===== src/rtl/pubkey_streamer_if.sv =====
// Read port toward the systemizer block memory plus the public-key output stream.
interface pubkey_streamer_if #(
  parameter int W  = 12,
  parameter int AW = 5
);
  logic          rd_en;
  logic [AW-1:0] rd_addr;
  logic [W-1:0]  rd_data;
  logic          pk_valid;
  logic          pk_ready;
  logic [W-1:0]  pk_data;
  logic          pk_last;

  modport master (
    output rd_en, rd_addr, pk_valid, pk_data, pk_last,
    input  rd_data, pk_ready
  );
  modport slave (
    input  rd_en, rd_addr, pk_valid, pk_data, pk_last,
    output rd_data, pk_ready
  );
endinterface


===== src/rtl/pubkey_streamer.sv =====
// Streams the non-identity columns of the systemized matrix out of the systemizer
// memory as BLOCK-element words, row by row, through a 2-entry skid FIFO.
module pubkey_streamer #(
  parameter int L     = 8,
  parameter int K     = 16,
  parameter int M     = 3,
  parameter int BLOCK = 4
) (
  input  logic              clk,
  input  logic              rst,
  input  logic              start,
  input  logic              sys_done,
  input  logic              sys_success,
  pubkey_streamer_if.master bus,
  output logic              busy,
  output logic              done,
  output logic              error
);
  localparam int W      = BLOCK * M;
  localparam int AW     = $clog2(L * K / BLOCK);
  localparam int NWORDS = L * (K - L) / BLOCK;
  localparam int CW     = $clog2(NWORDS + 1);
  localparam int BW     = $clog2(K / BLOCK + 1);

  localparam logic [CW-1:0] LAST_WORD  = CW'(NWORDS - 1);
  localparam logic [CW-1:0] ALL_WORDS  = CW'(NWORDS);
  localparam logic [BW-1:0] BLK_FIRST  = BW'(L / BLOCK);
  localparam logic [BW-1:0] BLK_LAST   = BW'(K / BLOCK - 1);
  localparam logic [AW-1:0] ADDR_FIRST = AW'(L / BLOCK);
  localparam logic [AW-1:0] ROW_SKIP   = AW'(L / BLOCK + 1);

  localparam logic [1:0] S_IDLE   = 2'd0;
  localparam logic [1:0] S_ARM    = 2'd1;
  localparam logic [1:0] S_STREAM = 2'd2;
  localparam logic [1:0] S_FINISH = 2'd3;

  logic [1:0]          state;
  logic [CW-1:0]       rd_cnt;
  logic [CW-1:0]       out_cnt;
  logic [BW-1:0]       blk;
  logic [AW-1:0]       addr;
  logic                rd_infl;
  logic [1:0][W-1:0]   fifo_mem;
  logic                wr_ptr;
  logic                rd_ptr;
  logic [1:0]          occ;
  logic                valid;
  logic                pop;
  logic                room;
  logic                issue;

  // Issue only if the word still in flight plus the FIFO contents, less this
  // cycle's pop, leaves a free slot for the data this read will return.
  always_comb begin
    valid = (occ != 2'd0);
    pop   = valid & bus.pk_ready;
    room  = ({1'b0, occ} + {2'b0, rd_infl}) < (3'd2 + {2'b0, pop});
    issue = (state == S_STREAM) && (rd_cnt != ALL_WORDS) && room;
  end

  assign bus.rd_en    = issue;
  assign bus.rd_addr  = addr;
  assign bus.pk_valid = valid;
  assign bus.pk_data  = valid ? fifo_mem[rd_ptr] : '0;
  assign bus.pk_last  = valid && (out_cnt == LAST_WORD);
  assign busy         = (state != S_IDLE);
  assign done         = (state == S_FINISH);

  always_ff @(posedge clk) begin
    if (rd_infl) fifo_mem[wr_ptr] <= bus.rd_data;
  end

  always_ff @(posedge clk) begin
    if (rst) begin
      state   <= S_IDLE;
      rd_cnt  <= '0;
      out_cnt <= '0;
      blk     <= '0;
      addr    <= '0;
      rd_infl <= 1'b0;
      wr_ptr  <= 1'b0;
      rd_ptr  <= 1'b0;
      occ     <= 2'd0;
      error   <= 1'b0;
    end else begin
      error   <= 1'b0;
      rd_infl <= issue;
      if (rd_infl) wr_ptr <= ~wr_ptr;
      if (pop)     rd_ptr <= ~rd_ptr;
      occ <= occ + {1'b0, rd_infl} - {1'b0, pop};
      if (pop) out_cnt <= out_cnt + 1'b1;

      // Address walks the right-hand blocks of each row; it holds after the final read.
      if (issue) begin
        rd_cnt <= rd_cnt + 1'b1;
        if (rd_cnt != LAST_WORD) begin
          if (blk == BLK_LAST) begin
            blk  <= BLK_FIRST;
            addr <= addr + ROW_SKIP;
          end else begin
            blk  <= blk + 1'b1;
            addr <= addr + 1'b1;
          end
        end
      end

      case (state)
        S_IDLE:   if (start) state <= S_ARM;
        S_ARM: begin
          if (sys_done) begin
            if (sys_success) begin
              state   <= S_STREAM;
              rd_cnt  <= '0;
              out_cnt <= '0;
              blk     <= BLK_FIRST;
              addr    <= ADDR_FIRST;
              wr_ptr  <= 1'b0;
              rd_ptr  <= 1'b0;
              occ     <= 2'd0;
            end else begin
              error <= 1'b1;
              state <= S_IDLE;
            end
          end
        end
        S_STREAM: if (pop && (out_cnt == LAST_WORD)) state <= S_FINISH;
        default:  state <= S_IDLE;
      endcase
    end
  end
endmodule


===== src/flat_wrapper.sv =====
// flat-port wrapper written by rule: the top's interface ports become plain ports
module pubkey_streamer_flat 
#(
  parameter int L     = 8,
  parameter int K     = 16,
  parameter int M     = 3,
  parameter int BLOCK = 4
)
  (clk, rst, start, sys_done, sys_success, busy, done, error, bus_rd_en, bus_rd_addr, bus_pk_valid, bus_pk_data, bus_pk_last, bus_rd_data, bus_pk_ready);
  pubkey_streamer_if #(.W((BLOCK * M)), .AW(($clog2(L * K / BLOCK)))) bus_i ();
  input  logic clk;
  input  logic rst;
  input  logic start;
  input  logic sys_done;
  input  logic sys_success;
  output logic busy;
  output logic done;
  output logic error;
  output wire logic [$bits(bus_i.rd_en)-1:0] bus_rd_en;
  output wire logic [$bits(bus_i.rd_addr)-1:0] bus_rd_addr;
  output wire logic [$bits(bus_i.pk_valid)-1:0] bus_pk_valid;
  output wire logic [$bits(bus_i.pk_data)-1:0] bus_pk_data;
  output wire logic [$bits(bus_i.pk_last)-1:0] bus_pk_last;
  input wire logic [$bits(bus_i.rd_data)-1:0] bus_rd_data;
  input wire logic [$bits(bus_i.pk_ready)-1:0] bus_pk_ready;
  assign bus_rd_en = bus_i.rd_en;
  assign bus_rd_addr = bus_i.rd_addr;
  assign bus_pk_valid = bus_i.pk_valid;
  assign bus_pk_data = bus_i.pk_data;
  assign bus_pk_last = bus_i.pk_last;
  assign bus_i.rd_data = bus_rd_data;
  assign bus_i.pk_ready = bus_pk_ready;
  pubkey_streamer #(.L(L), .K(K), .M(M), .BLOCK(BLOCK)) u_core (.clk(clk), .rst(rst), .start(start), .sys_done(sys_done), .sys_success(sys_success), .bus(bus_i), .busy(busy), .done(done), .error(error));
endmodule

===== config.mk =====
export PLATFORM = sky130hd
export DESIGN_NAME = pubkey_streamer_flat
export DESIGN_NICKNAME = d
export VERILOG_FILES = /design/src/rtl/pubkey_streamer_if.sv /design/src/rtl/pubkey_streamer.sv /design/src/flat_wrapper.sv
export SDC_FILE = /design/constraint.sdc
export NUM_CORES = 1
export LEC_CHECK = 0
export ABC_CLOCK_PERIOD_IN_PS = 2750
export CORE_UTILIZATION = 45
export CTS_CLUSTER_SIZE = 14
export DETAILED_ROUTE_END_ITERATION = 10
export HOLD_SLACK_MARGIN = 0.03
export PLACE_DENSITY = 0.67
export SLEW_MARGIN = 10
export SYNTH_ARGS = -nofsm -noshare
export SYNTH_HDL_FRONTEND = slang
export SYNTH_SLANG_ARGS = --single-unit

===== constraint.sdc =====
create_clock -name clk -period 2.75 [get_ports clk]
set_input_delay 0.825 -clock clk [delete_from_list [all_inputs] [get_ports clk]]
set_output_delay 0.825 -clock clk [all_outputs]
set_load 0.01 [all_outputs]

==> summary.txt <==
Status
  – Status: finished clean

Layout
  – Most common cell after layout, fill and taps aside: clkdlybuf4s50_1
  – Antenna Cells: 0
  – Area grow syn2layout: 30.3%
  – Nets: 288
  – Cell area after layout: 0.00290 mm2
  – Final Non-Filler Cells: 324
  – Commonest cells after routing, fill and taps aside: 38 x clkdlybuf4s50_1, 26 x dfxtp_1, 25 x nor2_1
  – Layout cells sized above 1: 10.1%

Place
  – Routability cong.: 0.793
  – Placed cells: 316
  – Port Buffer Count: 40
  – HPWL Detailed: 3200 um
  – Post-DP Area: 0.00279 mm2

STA
  – Final hold violation count: 0
  – RSZ-0062 raised after global routing: no
  – Finish-stage setup viols: 0
  – Worst Tran Pin Value: 598 ps
  – Rel. slew slack: 60.1%
  – Max Freq: 384 MHz
  – Layout Skew: 9.54 ps
  – Minimum clock period: 2600 ps
  – Max Slew Vio Count: 0
  – Fin Hold WS: 438 ps
  – Final setup TNS: 0 ps
  – Final period util: 94.7%

Routing
  – 1st-iter DRT viols: 52
  – TritonRoute pass-1 iters: 4
  – Routed via count: 1586
  – Detail Route Antenna Nets: 0
  – DRC violations left: 0
  – Vias/cell: 4.90
  – Wire per inst: 13.1 um
  – Overall routed net length: 4250 um

Setup path
  – Crit Path Max Fanout: 2
  – Required @ worst endpoint: 1930 ps
  – Setup CP Type: primary input to output port
  – Crit start category: primary input
  – Crit path capture type: output port
  – Crit path DAT: 1780 ps

Die
  – Core ar.: 0.00475 mm2
  – Initial Utilization: 46.8%
  – # rows: 25
  – Die W: 72.3 um
  – Die ar.: 0.00523 mm2
  – Io pins: 41
  – Die Y: 72.3 um

Power and ir drop
  – Tot Pwr: 1770 uW
  – Static Leak: 0.00109 uW
  – Power density over the cells: 612 mW/mm2
  – Maximum vdd drop: 0.000352 V

Global routing
  – Largest net degree at the start of global routing: 17
  – Wire length of the first global-routing pass: 7190 um
  – Number of global-route vias before repair: 1621
  – All-layer global routing usage: 18.0%
  – Grt ovf: 0
  – Initial antenna violation count: 0

Clocking
  – Hold Buf Count CTS: 0
  – Num CTS Buffers: 5
  – CTS Buffer Depth: 2
  – Root Driver: clkbuf_8
  – Worst-path clk slew: 90 ps
  – CTS sink count: 50
  – Clock latency on the worst-skew pair: 300 ps
  – CTS tree: yes
  – CTS HTree Levels: 2

Synth
  – Area of the mapped netlist: 0.00222 mm2
  – Prevailing post-synth register cell: dfxtp_1
  – Mapped Cells: 203
  – Mapped Nets: 235
  – Synthesis-stage register bit count: 50
  – Async SR Flop Fraction: 0%
  – Syn_area_per_cell: 11.0 um2
  – Yosys warns: 0
  – Register area share after synthesis: 55.8%
  – Netlist cell types: 35
  – Post-synth EDFFs: 24

Min path
  – Worst Hold Class: flip-flop to flip-flop

Run
  – Max-cap violations: 0
where the power goes:
part | leakage (uW) | total (uW) | internal, uW | switching [uW]
logic | 0.000607 | 439 | 231 | 208
registers | 0.000426 | 825 | 805 | 20.0
clock network | 0.0000554 | 508 | 273 | 235
flip-flops by register name (all words and copies together) (netlist names):
name	flops
u_core.fifo_mem	24
u_core.bus.rd_addr	5
u_core.out_cnt	5
u_core.rd_cnt	5
u_core.blk	3
u_core.occ	2
u_core.state	2
u_core.error	1
u_core.rd_infl	1
u_core.rd_ptr	1
u_core.wr_ptr	1
worst max-delay path, stage by stage:
cell and delay, ps:
clkdlybuf4s50_1 460, o21ai_1 70, o21a_1 190, nor2_2 90
buf_2 140
what timing repair did:
| item | in CTS | in global routing |
|---|---|---|
| gates cloned | 0 | 0 |
| pin swaps | 1 | 0 |
| resized for setup | 3 | 3 |
| setup buffers | 0 | 0 |
| setup endpoints to repair | 1 | 2 |
through the flow:
| step | utilization [%] | worst slack [ps] |
|---|---|---|
| detailed placement | 58.6 | -301 |
| global placement | 58.6 | -324 |
| floorplan | - | 322 |
| finish | 60.9 | 145 |
| CTS | 61.0 | 12.0 |
| global route | 60.9 | 56.2 |
routing by layer:
metal  track usage, %  vias up  part of all wire, %
met5                0        -                    0
met4             4.58        0                 0.92
met3             4.86        4                  3.1
met2             31.4       18                   51
met1             22.0      742                   45
li1                 -      822                    -
path summary, 6_finish.rpt:
path               startpoint                     to  slack [ps]  cells after the start
min             u_core.blk[2]          u_core.blk[2]         440                      2
min reg2reg     u_core.blk[2]          u_core.blk[2]         440                      2
max reg2reg  u_core.rd_cnt[0]  u_core.bus.rd_addr[2]         490                      6
max              bus_pk_ready              bus_rd_en         150                      5
cells in the mapped netlist, types with 4 or more instances:
library cell	n	area, um2
o21ai_0	4	20.0
or4_1	4	30.0
inv_1	14	52.6
a211oi_1	5	37.5
edfxtp_1	24	721
dfxtp_1	26	521
mux2i_1	16	160
ha_1	13	163
nor2_1	26	97.6
a21oi_1	11	55.1
nor4_1	4	25.0
nand3_1	5	25.0
or3_1	4	25.0
clkbuf_1	7	26.3
nand2_1	10	37.5
final cells by class:
class / instances / area [um2]
fillers: 445 / 1860
flip-flops and latches: 50 / 1240
multi-input cells: 129 / 895
repair buffers: 55 / 510
well taps: 67 / 83.8
clock buffers: 6 / 72.6
inverters: 15 / 56.3
clock inverters: 2 / 38.8
cell families after synthesis:
family | Yosys count | share of synthesized area, %
flip-flops | 50 | 55.8
buffers and inverters | 24 | 4.11
AND/OR/NAND/NOR | 67 | 15.4
AO/OA/AOI/OAI | 26 | 6.97
adder cells (fa/ha/maj) | 14 | 8.21
multiplexers | 16 | 7.20
XOR/XNOR | 6 | 2.36
Power figures use the tool's default switching activity.
==> edit (same flow settings) <==
`BLOCK` is set to 4 in 2 places; all go to 16.
--- a/src/rtl/pubkey_streamer.sv
+++ b/src/rtl/pubkey_streamer.sv
@@ -4,7 +4,7 @@
   parameter int L     = 8,
   parameter int K     = 16,
   parameter int M     = 3,
-  parameter int BLOCK = 4
+  parameter int BLOCK = 16
 ) (
   input  logic              clk,
   input  logic              rst,
--- a/src/flat_wrapper.sv
+++ b/src/flat_wrapper.sv
@@ -4,7 +4,7 @@
   parameter int L     = 8,
   parameter int K     = 16,
   parameter int M     = 3,
-  parameter int BLOCK = 4
+  parameter int BLOCK = 16
 )
   (clk, rst, start, sys_done, sys_success, busy, done, error, bus_rd_en, bus_rd_addr, bus_pk_valid, bus_pk_data, bus_pk_last, bus_rd_data, bus_pk_ready);
   pubkey_streamer_if #(.W((BLOCK * M)), .AW(($clog2(L * K / BLOCK)))) bus_i ();
Ports: changed (resized bus_pk_data, bus_rd_addr and bus_rd_data); port bits go from 41 to 111. No check against the original RTL was run, so the function may have changed too.
==> edit against the original RTL <==
Core utilization rose by 9.1 points. Sequential cell count rose by 63. Count of clock-buffer cells in the layout rose by 11. Wire length rose by 110%. Power rose to 2.9 times the old value. Global-route usage fell by 0.46 points. Setup slack got worse by 140 ps. Area after synthesis rose by 100%. Design area rose by 130%. Largest power group is now the clock network.
==> edit: results (changes against the original RTL) <==
Routing
  • Via count: 2785 (+76%)
  • 1st-iter DRT viols: 67 (+29%)
  • WL/cell: 15.29 um (+17%)
  • Remaining DRCs: 0 (unchanged)
  • Routed vias/inst: 4.818 (-1.6%)
  • ANT nets after route: 0 (unchanged)
  • Drt pass-1 iters: 4 (unchanged)

Global routing
  • Met2 Use GR: 0.3087 (-0.004872)
  • Grt met1 use: 0.1942 (-0.02578)
  • Met3 Resource Use GR: 0.06073 (+0.01212)
  • Initial antenna violation count: 0 (unchanged)
  • GRT Util Overall: 0.1751 (-0.004634)
  • Largest net degree at the start of global routing: 32 (+15)
  • Global-route wire length before repair: 13100 um (+82%)

Final layout
  • Fin nets: 502 (+74%)
  • Biggest register: u_core.fifo_mem
  • Max reg flops: 96 (+300%)
  • Diodes inserted: 0 (unchanged)
  • Share of cells above drive strength 1: 0.1381 (+0.03692)

Synth
  • EDFF count, synth: 96 (+300%)
  • Post-synthesis sequential area ratio: 0.7222 (+0.1642)
  • Top_reg_cell synth: edfxtp_1
  • Top cells by count, synth: edfxtp_1 (96), nor2_1 (60), mux2i_1 (50)
  • Mapped Cells: 300 (+48%)
  • Syn Nets: 366 (+56%)
  • FFs w/ async S/R, synth: 0 (unchanged)
  • Yosys cell types: 31 (-11%)
  • Synth top area cells: edfxtp_1 (65%), mux2i_1 (11%), dfxtp_1 (7.6%), nor2_1 (5.0%), ha_1 (3.4%)
  • Synthesis Warnings: 0 (unchanged)

Clock network
  • CTS buffer count: 17 (+12)
  • Max H-tree Level: 4 (+2)
  • Root buf cell: clkbuf_8
  • Clock tree buffer depth: 2 (unchanged)
  • Worst skew pair latency: 500 ps (+200 ps)
  • Clock transition at path regs: 60 ps (-30 ps)

Hold path
  • Worst min path class: reg -> reg

STA
  • Fin. Hold Viols: 0 (unchanged)
  • Worst Clk Skew: 9.946 ps (+0.4094 ps)
  • Worst slew pin tran: 728.7 ps (+130.3 ps)

Placement
  • RD Place Congestion: 0.7623 (-3.9%)
  • Placed Instances: 537 (+70%)
  • # port buffers: 110 (+180%)
  • Hpwl dp: 5421 um (+69%)
  • Placed cell areas: 5809 um2 (+110%)

Pwr
  • Maximum vdd drop: 0.0004700 V (+34%)
  • LEAKAGE: 2.551 nW (+130%)

Run status
  • Status: finished, final reports clean

Worst setup path
  • Slowest cell on the critical path: clkdlybuf4s50_1
  • Critical Path AT: 1920 ps (+140 ps)
  • Max FO, Critical Path: 14 (+12)
  • CP peak stage delay: 480 ps (+20 ps)
## edit: cell count changes after synthesis, moves of 3 or more
cell	change
mux2i_1	+34
dfxtp_1	-9
a211oi_1	-3
edfxtp_1	+72
a21oi_1	-5
nor4_1	-3
inv_1	-5
nand3_1	-4
or4_1	-3
buf_2	+4
nor2_1	+34
## edit: final cells by class
class	count	area, um2
flip-flops and latches	113	3229
fillers	672	2816
repair buffers	129	1373
multi-input cells	166	1174
clock buffers	17	414.1
clock inverters	15	214.0
well taps	129	161.4
inverters	9	33.78
## edit: per-stage QoR
stage	setup slack, ps	util	setup TNS, ps	hold slack (ps)
after global routing	-142.4	0.7009	-174.9	505.7
after floorplan	522.2	-	0	440.0
after CTS	-21.51	0.6848	-21.51	483.5
after detailed placement	-367.9	0.6170	-367.9	459.8
final	2.429	0.7009	0	478.4
after global placement	-354.0	0.6170	-354.0	449.0
## edit: final timing paths
kind | slack, ps | cells past startpoint | end | startpoint
max | 2 | 4 | bus_pk_data[21] | u_core.rd_ptr
min | 480 | 2 | u_core.rd_cnt[1] | u_core.rd_cnt[1]
max reg2reg | 960 | 6 | u_core.rd_cnt[2] | u_core.occ[0]
min reg2reg | 480 | 2 | u_core.rd_cnt[1] | u_core.rd_cnt[1]
## edit: logic make-up (layout without fill, tap and decap cells)
kind of cell | after synthesis | after routing | share of synthesized area
mux | 50 | 50 | 0.1121
flops | 113 | 113 | 0.7222
fa+ha+maj | 12 | 12 | 0.03364
simple gates | 85 | 85 | 0.08243
compound gates | 15 | 15 | 0.02187
xor+xnor | 4 | 4 | 0.007851
buf+inv | 21 | 170 | 0.01990
## edit: metal layers
metal,wire [um],vias to the layer above,share of wire
met5,0,-,0
li1,-,1364,-
met1,3847,1332,0.44
met4,56,0,0.0063
met3,490,6,0.055
met2,4443,83,0.50
## edit: where the power goes
group          total, W  internal [W]  switching (W)
Clock           0.00230       0.00156       0.000741
Combinational  0.000994      0.000553       0.000441
Sequential      0.00192       0.00189      0.0000306
## edit: timing repair
item | 4_1_cts | 5_1_grt
setup buffers | 1 | 6
setup endpoints to repair | 47 | 36
gates resized for setup | 13 | 20
hold buffers | 0 | 0
pin swaps | 1 | 0
gates cloned | 0 | 2
## edit: worst max-delay path, delay by kind of cell, from the launching register on
family	cells	cell delay, ps
buffers and inverters	2	690
and+or+nand+nor	1	80
DFF	1	410
muxes	1	240
